File: config.mk
export PLATFORM = sky130hd
export DESIGN_NAME = fifo_write_arbiter
export DESIGN_NICKNAME = d
export VERILOG_FILES = /design/src/rtl/fifo_arb_pkg.sv /design/src/rtl/rr_priority_picker.sv /design/src/rtl/fifo_write_arbiter.sv
export SDC_FILE = /design/constraint.sdc
export NUM_CORES = 1
export LEC_CHECK = 0
export BUFFER_PORTS_ARGS = -buffer_cell sky130_fd_sc_hd__buf_2
export CAP_MARGIN = 40
export CORE_UTILIZATION = 42
export DETAILED_ROUTE_END_ITERATION = 16
export GPL_TIMING_DRIVEN = 0
export PLACE_DENSITY_LB_ADDON = 0.1
export SETUP_SLACK_MARGIN = 0.5
export SLEW_MARGIN = 0
export SYNTH_ARGS = -nofsm -noshare
export SYNTH_HDL_FRONTEND = slang
export SYNTH_SLANG_ARGS = --single-unit
File: constraint.sdc
create_clock -name clk -period 7.9 [get_ports clk]
set_clock_uncertainty 0.15 [all_clocks]
set_input_delay 0.79 -clock clk [delete_from_list [all_inputs] [get_ports clk]]
set_output_delay 0.79 -clock clk [all_outputs]
set_load 0.01 [all_outputs]
File: src/rtl/fifo_arb_pkg.sv
// Shared types and helpers for the fifo write-port arbiter.
package fifo_arb_pkg;

  localparam int unsigned MAX_REQ = 16;

  typedef enum logic {
    IDLE  = 1'b0,
    BURST = 1'b1
  } arb_state_e;

  // Width of a requester index; never below one bit.
  function automatic int unsigned tag_width(input int unsigned n);
    return (n < 2) ? 1 : $clog2(n);
  endfunction

endpackage

File: src/rtl/rr_priority_picker.sv
// Round-robin priority search: first asserted request at or after rr_ptr, with modulo wrap.
module rr_priority_picker
  import fifo_arb_pkg::*;
#(
  parameter int unsigned NUM_REQ = 4,
  parameter int unsigned TAG_W   = tag_width(NUM_REQ)
) (
  input  logic [NUM_REQ-1:0] req,
  input  logic [TAG_W-1:0]   rr_ptr,
  output logic               found,
  output logic [TAG_W-1:0]   winner
);

  localparam int unsigned IW = TAG_W + 1;

  logic [IW-1:0] idx;

  // Scan from farthest to nearest so the closest hit to rr_ptr is the last one written.
  always_comb begin
    found  = 1'b0;
    winner = '0;
    idx    = '0;
    for (int k = NUM_REQ - 1; k >= 0; k--) begin
      idx = {1'b0, rr_ptr} + IW'(k);
      if (idx >= IW'(NUM_REQ)) idx = idx - IW'(NUM_REQ);
      if (req[idx[TAG_W-1:0]]) begin
        found  = 1'b1;
        winner = idx[TAG_W-1:0];
      end
    end
  end

endmodule

File: src/rtl/fifo_write_arbiter.sv
// Shares one fifo write port between NUM_REQ requesters with round-robin grants
// and optional burst lock; grant, push and ack happen in the same cycle.
module fifo_write_arbiter
  import fifo_arb_pkg::*;
#(
  parameter int unsigned WIDTH     = 32,
  parameter int unsigned NUM_REQ   = 4,
  parameter int unsigned MAX_BURST = 4,
  parameter int unsigned TAG_W     = tag_width(NUM_REQ)
) (
  input  logic                     clk,
  input  logic                     res,
  input  logic [NUM_REQ-1:0]       in_valid,
  input  logic [NUM_REQ*WIDTH-1:0] in_data,
  output logic [NUM_REQ-1:0]       in_ready,
  input  logic                     fifo_full,
  output logic                     fifo_shift_in,
  output logic [WIDTH-1:0]         fifo_data_in,
  output logic [TAG_W-1:0]         fifo_tag,
  output logic                     busy
);

  localparam int unsigned      CNT_W     = 8;
  localparam logic [TAG_W-1:0] LAST_IDX  = TAG_W'(NUM_REQ - 1);
  localparam logic [CNT_W-1:0] BURST_LEN = CNT_W'(MAX_BURST);

  arb_state_e       state, state_nxt;
  logic [TAG_W-1:0] rr_ptr, rr_ptr_nxt;
  logic [TAG_W-1:0] owner, owner_nxt;
  logic [CNT_W-1:0] burst_cnt, burst_cnt_nxt;

  logic             found;
  logic [TAG_W-1:0] winner;
  logic [TAG_W-1:0] sel;
  logic             sel_ok;
  logic             xfer;
  logic [WIDTH-1:0] words [NUM_REQ];

  function automatic logic [TAG_W-1:0] next_idx(input logic [TAG_W-1:0] idx);
    return (idx == LAST_IDX) ? '0 : idx + TAG_W'(1);
  endfunction

  rr_priority_picker #(
    .NUM_REQ (NUM_REQ),
    .TAG_W   (TAG_W)
  ) u_picker (
    .req    (in_valid),
    .rr_ptr (rr_ptr),
    .found  (found),
    .winner (winner)
  );

  for (genvar i = 0; i < NUM_REQ; i++) begin : g_words
    assign words[i] = in_data[i*WIDTH +: WIDTH];
  end

  // Grant and pass-through: a burst owner keeps the port, otherwise the picker decides.
  always_comb begin
    sel           = (state == BURST) ? owner : winner;
    sel_ok        = (state == BURST) || found;
    in_ready      = '0;
    if (!res && sel_ok && !fifo_full) in_ready = NUM_REQ'(1) << sel;
    xfer          = |(in_valid & in_ready);
    fifo_shift_in = xfer;
    fifo_data_in  = xfer ? words[sel] : '0;
    fifo_tag      = xfer ? sel : '0;
    busy          = (state == BURST);
  end

  always_ff @(posedge clk or posedge res) begin
    if (res) begin
      state     <= IDLE;
      rr_ptr    <= '0;
      owner     <= '0;
      burst_cnt <= '0;
    end else begin
      state     <= state_nxt;
      rr_ptr    <= rr_ptr_nxt;
      owner     <= owner_nxt;
      burst_cnt <= burst_cnt_nxt;
    end
  end

  // A full fifo with the owner still valid simply holds everything.
  always_comb begin
    state_nxt     = state;
    rr_ptr_nxt    = rr_ptr;
    owner_nxt     = owner;
    burst_cnt_nxt = burst_cnt;
    case (state)
      IDLE: begin
        if (xfer) begin
          if (MAX_BURST == 1) begin
            rr_ptr_nxt = next_idx(winner);
          end else begin
            state_nxt     = BURST;
            owner_nxt     = winner;
            burst_cnt_nxt = CNT_W'(1);
          end
        end
      end
      BURST: begin
        if (!in_valid[owner]) begin
          state_nxt     = IDLE;
          rr_ptr_nxt    = next_idx(owner);
          burst_cnt_nxt = '0;
        end else if (xfer) begin
          burst_cnt_nxt = burst_cnt + CNT_W'(1);
          if (burst_cnt_nxt == BURST_LEN) begin
            state_nxt     = IDLE;
            rr_ptr_nxt    = next_idx(owner);
            burst_cnt_nxt = '0;
          end
        end
      end
      default: state_nxt = IDLE;
    endcase
  end

endmodule
==> run_summary.xml <==
<?xml version="1.0" encoding="UTF-8"?>
<metrics>
  <group name="setup_path">
    <metric name="critical_path_peak_fanout" unit="">10</metric>
    <metric name="stage_delay_of_the_slowest_cell_on_the_critical_path" unit="ns">0.33</metric>
    <metric name="worst-path-buf-inv" unit="">5</metric>
    <metric name="r2r_setup_slack" unit="ns">5.01</metric>
    <metric name="crit_path_cell_trace" unit="">buf_2 -&gt; nor2b_1 -&gt; a221o_1 -&gt; o221a_1 -&gt; clkbuf_1 -&gt; nand2b_1 -&gt; o22a_1 -&gt; inv_2 -&gt; clkbuf_1 -&gt; and2_1 -&gt; buf_2</metric>
    <metric name="ws_path_type" unit="">primary input to output pin</metric>
    <metric name="cp-start-kind" unit="">primary input</metric>
    <metric name="cp_slowest_cell" unit="">sky130_fd_sc_hd__a221o_1</metric>
    <metric name="worst_setup_path_end_kind" unit="">output pin</metric>
    <metric name="cp.required" unit="ns">6.96</metric>
    <metric name="cell_family_with_most_cp_delay" unit="">buffers and inverters</metric>
    <metric name="cp_data_arrival_time" unit="ns">3.09</metric>
  </group>
  <group name="power">
    <metric name="seqPwrFrac" unit="">0.149</metric>
    <metric name="power.switching" unit="W">0.0003504</metric>
    <metric name="clockPowerShare" unit="">0.076</metric>
    <metric name="swShare" unit="">0.4277</metric>
    <metric name="power_frac_comb" unit="">0.776</metric>
    <metric name="power_per_cell_area" unit="nW/µm²">277.8</metric>
    <metric name="power.internal" unit="W">0.0004689</metric>
    <metric name="vdd_drop_max" unit="µV">174.5</metric>
    <metric name="cellLeakagePower" unit="nW">1.540</metric>
  </group>
  <group name="routing">
    <metric name="drt-wirelength-per-cell" unit="µm">16.98</metric>
    <metric name="drt_iter0_drc" unit="">55</metric>
    <metric name="drc_errors" unit="">0</metric>
    <metric name="post_drt_via_cell_ratio" unit="">5.572</metric>
    <metric name="detailroute.via_count" unit="">2357</metric>
    <metric name="detail-route-antenna-nets" unit="">0</metric>
    <metric name="drt_wl_total" unit="µm">7181</metric>
    <metric name="drt-pass1-iter-count" unit="">4</metric>
  </group>
  <group name="finish">
    <metric name="fraction_of_layout_cells_with_a_size_suffix_above_1" unit="">0.6070</metric>
    <metric name="design.final.nets" unit="">507</metric>
    <metric name="area_delta_synth_final" unit="%">50.22</metric>
    <metric name="fill_cells" unit="">393</metric>
  </group>
  <group name="floorplanning">
    <metric name="dieArea" unit="µm²">4951</metric>
    <metric name="start_util" unit="">0.4447</metric>
    <metric name="io_pins" unit="">175</metric>
    <metric name="die_width" unit="µm">70.37</metric>
    <metric name="row_count" unit="">24</metric>
    <metric name="design.core.area" unit="µm²">4414</metric>
    <metric name="floorplan.die.height" unit="µm">70.37</metric>
  </group>
  <group name="timing">
    <metric name="max_freq" unit="GHz">0.2482</metric>
    <metric name="timing.setup.tns" unit="ns">0</metric>
    <metric name="relSlewSlack" unit="">0.5847</metric>
    <metric name="grt_setup_unrepaired" unit="">false</metric>
    <metric name="final_period_minus_worst_setup_slack" unit="ns">4.029</metric>
    <metric name="finalHoldViolations" unit="">0</metric>
    <metric name="timing_worst_slew_pin_value" unit="ns">0.6208</metric>
    <metric name="slew_viol_final" unit="">0</metric>
    <metric name="setup_viol" unit="">0</metric>
    <metric name="fin_hold_ws" unit="ns">0.3950</metric>
    <metric name="fin_crit_sh" unit="">0.5100</metric>
  </group>
  <group name="clocking">
    <metric name="tritoncts_num_sinks" unit="">13</metric>
    <metric name="cts_max_level" unit="">1</metric>
    <metric name="buffer_count_from_post_cts_setup_fixing" unit="">0</metric>
    <metric name="ctsLongestPathBuffers" unit="">2</metric>
    <metric name="tritoncts" unit="">built</metric>
    <metric name="clock_root_buffer_master" unit="">sky130_fd_sc_hd__clkbuf_8</metric>
    <metric name="count_of_cells_resized_by_post_cts_repair" unit="">0</metric>
    <metric name="number_of_cts_inserted_buffers" unit="">3</metric>
    <metric name="path_clk_slew" unit="ns">0.06</metric>
    <metric name="clock_insertion_delay_worst_skew" unit="ns">0.25</metric>
    <metric name="cts.hold.buffers_added" unit="">0</metric>
  </group>
  <group name="synth">
    <metric name="postSynthRegisterBits" unit="">13</metric>
    <metric name="largest_cells_by_area_after_synthesis" unit="">sky130_fd_sc_hd__mux4_2 37%, sky130_fd_sc_hd__dfrtp_1 17%, sky130_fd_sc_hd__and2_1 11%</metric>
    <metric name="synthesis.area" unit="µm²">1963</metric>
    <metric name="yosysTopAreaCell" unit="">sky130_fd_sc_hd__mux4_2</metric>
    <metric name="area_share_of_the_largest_cell_type_after_synthesis" unit="">0.3671</metric>
    <metric name="synthesis.yosys.warnings" unit="">0</metric>
    <metric name="synth_cell_type_count" unit="">40</metric>
    <metric name="postSynthAreaPerCell" unit="µm²">10.28</metric>
    <metric name="synthesis.nets" unit="">328</metric>
    <metric name="synth.yosys.seq_area_share" unit="">0.1657</metric>
    <metric name="synth_cells" unit="">191</metric>
  </group>
  <group name="hold_path">
    <metric name="hold_path.class" unit="">register to register</metric>
  </group>
  <group name="global_routing">
    <metric name="track_usage" unit="">0.2929</metric>
    <metric name="initial_antenna_violation_count" unit="">2</metric>
    <metric name="overflow" unit="">0</metric>
    <metric name="grt_pass1_vias" unit="">2311</metric>
    <metric name="grt_start_max_net_pins" unit="">14</metric>
    <metric name="grt_pass1_wl" unit="µm">11340</metric>
  </group>
  <group name="flow_run">
    <metric name="max_cap_viol_count" unit="">0</metric>
  </group>
  <group name="placed_design">
    <metric name="port-buffer-count" unit="">174</metric>
    <metric name="gp_congestion" unit="">0.9413</metric>
    <metric name="place.detailed.hpwl" unit="µm">6110</metric>
  </group>
  <group name="run_status">
    <metric name="outcome" unit="">finished clean</metric>
  </group>
</metrics>
## metal layers
layer | wire length (µm) | up-vias | share of wire | global-route usage
li1 | - | 1105 | - | -
met1 | 2667 | 1121 | 0.37 | 0.3377
met2 | 3696 | 105 | 0.51 | 0.5132
met3 | 474 | 26 | 0.066 | 0.05051
met4 | 342 | 0 | 0.048 | 0.1556
met5 | 0 | - | 0 | 0
## logic make-up after synthesis
group | share of synthesized area
buffers and inverters | 0.04844
muxes | 0.4130
DFF | 0.1657
and+or+nand+nor | 0.2294
AOI/OAI and AO/OA | 0.1307
adders and majority gates | 0.01274
## area by class of cell
cell class              instances  area, µm²  share of cell area
multi-input cells             156       1543              0.5231
repair buffers                174      870.8              0.2953
flip-flops and latches         13      325.3              0.1103
plain buffers                  14      65.06             0.02206
well taps                      52      65.06             0.02206
clock buffers                   4      45.04             0.01527
inverters                       8      30.03             0.01018
diodes                          2      5.005            0.001697
## through the flow
step	std cells	total power, W	area (µm²)	util	setup WS [ns]
floorplan	191	0.0006048	1963	-	4.370
global placement	417	0.0007472	2899	0.6567	3.881
detailed placement	417	0.0007608	2899	0.6567	3.860
CTS	421	0.0008253	2944	0.6670	3.858
global route	423	0.0008864	2949	0.6681	3.692
finish	423	0.0008194	2949	0.6681	3.871
## path summary, 6_finish.rpt
check	start	end	cells after the start
setup / recovery	in_valid[2]	fifo_data_in[7]	11
hold / removal	burst_cnt[7]	burst_cnt[7]	1
setup reg to reg	rr_ptr[1]	rr_ptr[0]	7
hold reg to reg	burst_cnt[7]	burst_cnt[7]	1
max in group asynchronous	res	burst_cnt[7]	2
min in group asynchronous	res	burst_cnt[0]	2
## Yosys cell counts
| cell | n |
|---|---|
| sky130_fd_sc_hd__o21a_1 | 1 |
| sky130_fd_sc_hd__o211ai_1 | 1 |
| sky130_fd_sc_hd__nor3_1 | 1 |
| sky130_fd_sc_hd__o211a_1 | 1 |
| sky130_fd_sc_hd__mux4_1 | 1 |
| sky130_fd_sc_hd__or4b_1 | 1 |
| sky130_fd_sc_hd__o311ai_1 | 1 |
| sky130_fd_sc_hd__o21ai_0 | 2 |
| sky130_fd_sc_hd__buf_2 | 7 |
| sky130_fd_sc_hd__mux4_2 | 32 |
| sky130_fd_sc_hd__a221o_1 | 1 |
| sky130_fd_sc_hd__or4_1 | 2 |
| sky130_fd_sc_hd__and2_1 | 33 |
| sky130_fd_sc_hd__o21ai_1 | 1 |
| sky130_fd_sc_hd__or2_2 | 3 |
| sky130_fd_sc_hd__nand2b_1 | 2 |
| sky130_fd_sc_hd__nor4_1 | 7 |
| sky130_fd_sc_hd__ha_1 | 2 |
| sky130_fd_sc_hd__dfrtp_1 | 13 |
| sky130_fd_sc_hd__buf_4 | 1 |
| sky130_fd_sc_hd__nor2b_1 | 2 |
| sky130_fd_sc_hd__a211o_1 | 5 |
| sky130_fd_sc_hd__a21oi_1 | 10 |
| sky130_fd_sc_hd__nand3_1 | 5 |
| sky130_fd_sc_hd__nand2_1 | 18 |
| sky130_fd_sc_hd__nor2_1 | 9 |
| sky130_fd_sc_hd__a21oi_2 | 1 |
| sky130_fd_sc_hd__inv_2 | 1 |
| sky130_fd_sc_hd__o22a_1 | 1 |
| sky130_fd_sc_hd__o221a_1 | 1 |
| sky130_fd_sc_hd__a221oi_1 | 1 |
| sky130_fd_sc_hd__mux2i_1 | 3 |
| sky130_fd_sc_hd__inv_1 | 7 |
| sky130_fd_sc_hd__o41ai_4 | 1 |
| sky130_fd_sc_hd__mux2_1 | 3 |
| sky130_fd_sc_hd__o22ai_1 | 1 |
| sky130_fd_sc_hd__a2111oi_2 | 1 |
| sky130_fd_sc_hd__a32o_1 | 1 |
| sky130_fd_sc_hd__a22oi_1 | 1 |
| sky130_fd_sc_hd__clkbuf_1 | 6 |
## power by group through the flow
| stage | Clock [W] | Combinational, W | Sequential, W |
|---|---|---|---|
| 2_1_floorplan | 0 | 0.000489 | 0.000115 |
| 3_3_place_gp | 0 | 0.000627 | 0.000120 |
| 3_5_place_dp | 0 | 0.000639 | 0.000121 |
| 4_1_cts | 0.0000632 | 0.000642 | 0.000120 |
| 5_1_grt | 0.0000663 | 0.000693 | 0.000127 |
| 6_report | 0.0000622 | 0.000635 | 0.000122 |
## sequential cells by signal, summed over array words and instances (netlist names)
name       count
burst_cnt      8
owner          2
rr_ptr         2
busy           1
## placed cells by master (no fill, tap or decap), drive strengths merged
master and instances:
o22ai 1, nor4 7, nor2 9, mux2i 3, a2111oi 1, ha 2, o41ai 1, nor3 1
or4b 1, mux2 3, and2 33, a21oi 11, inv 8, a211o 5, o211ai 1, buf 182
nand2 18, or4 2, nand2b 2, o221a 1, dfrtp 13, or2 3, nor2b 2, a22oi 1
nand3 5, o21ai 3, o22a 1, o211a 1, a221oi 1, o21a 1, mux4 33, clkbuf 10
a32o 1, o311ai 1, diode 2, a221o 1
Power figures use the tool's default switching activity.
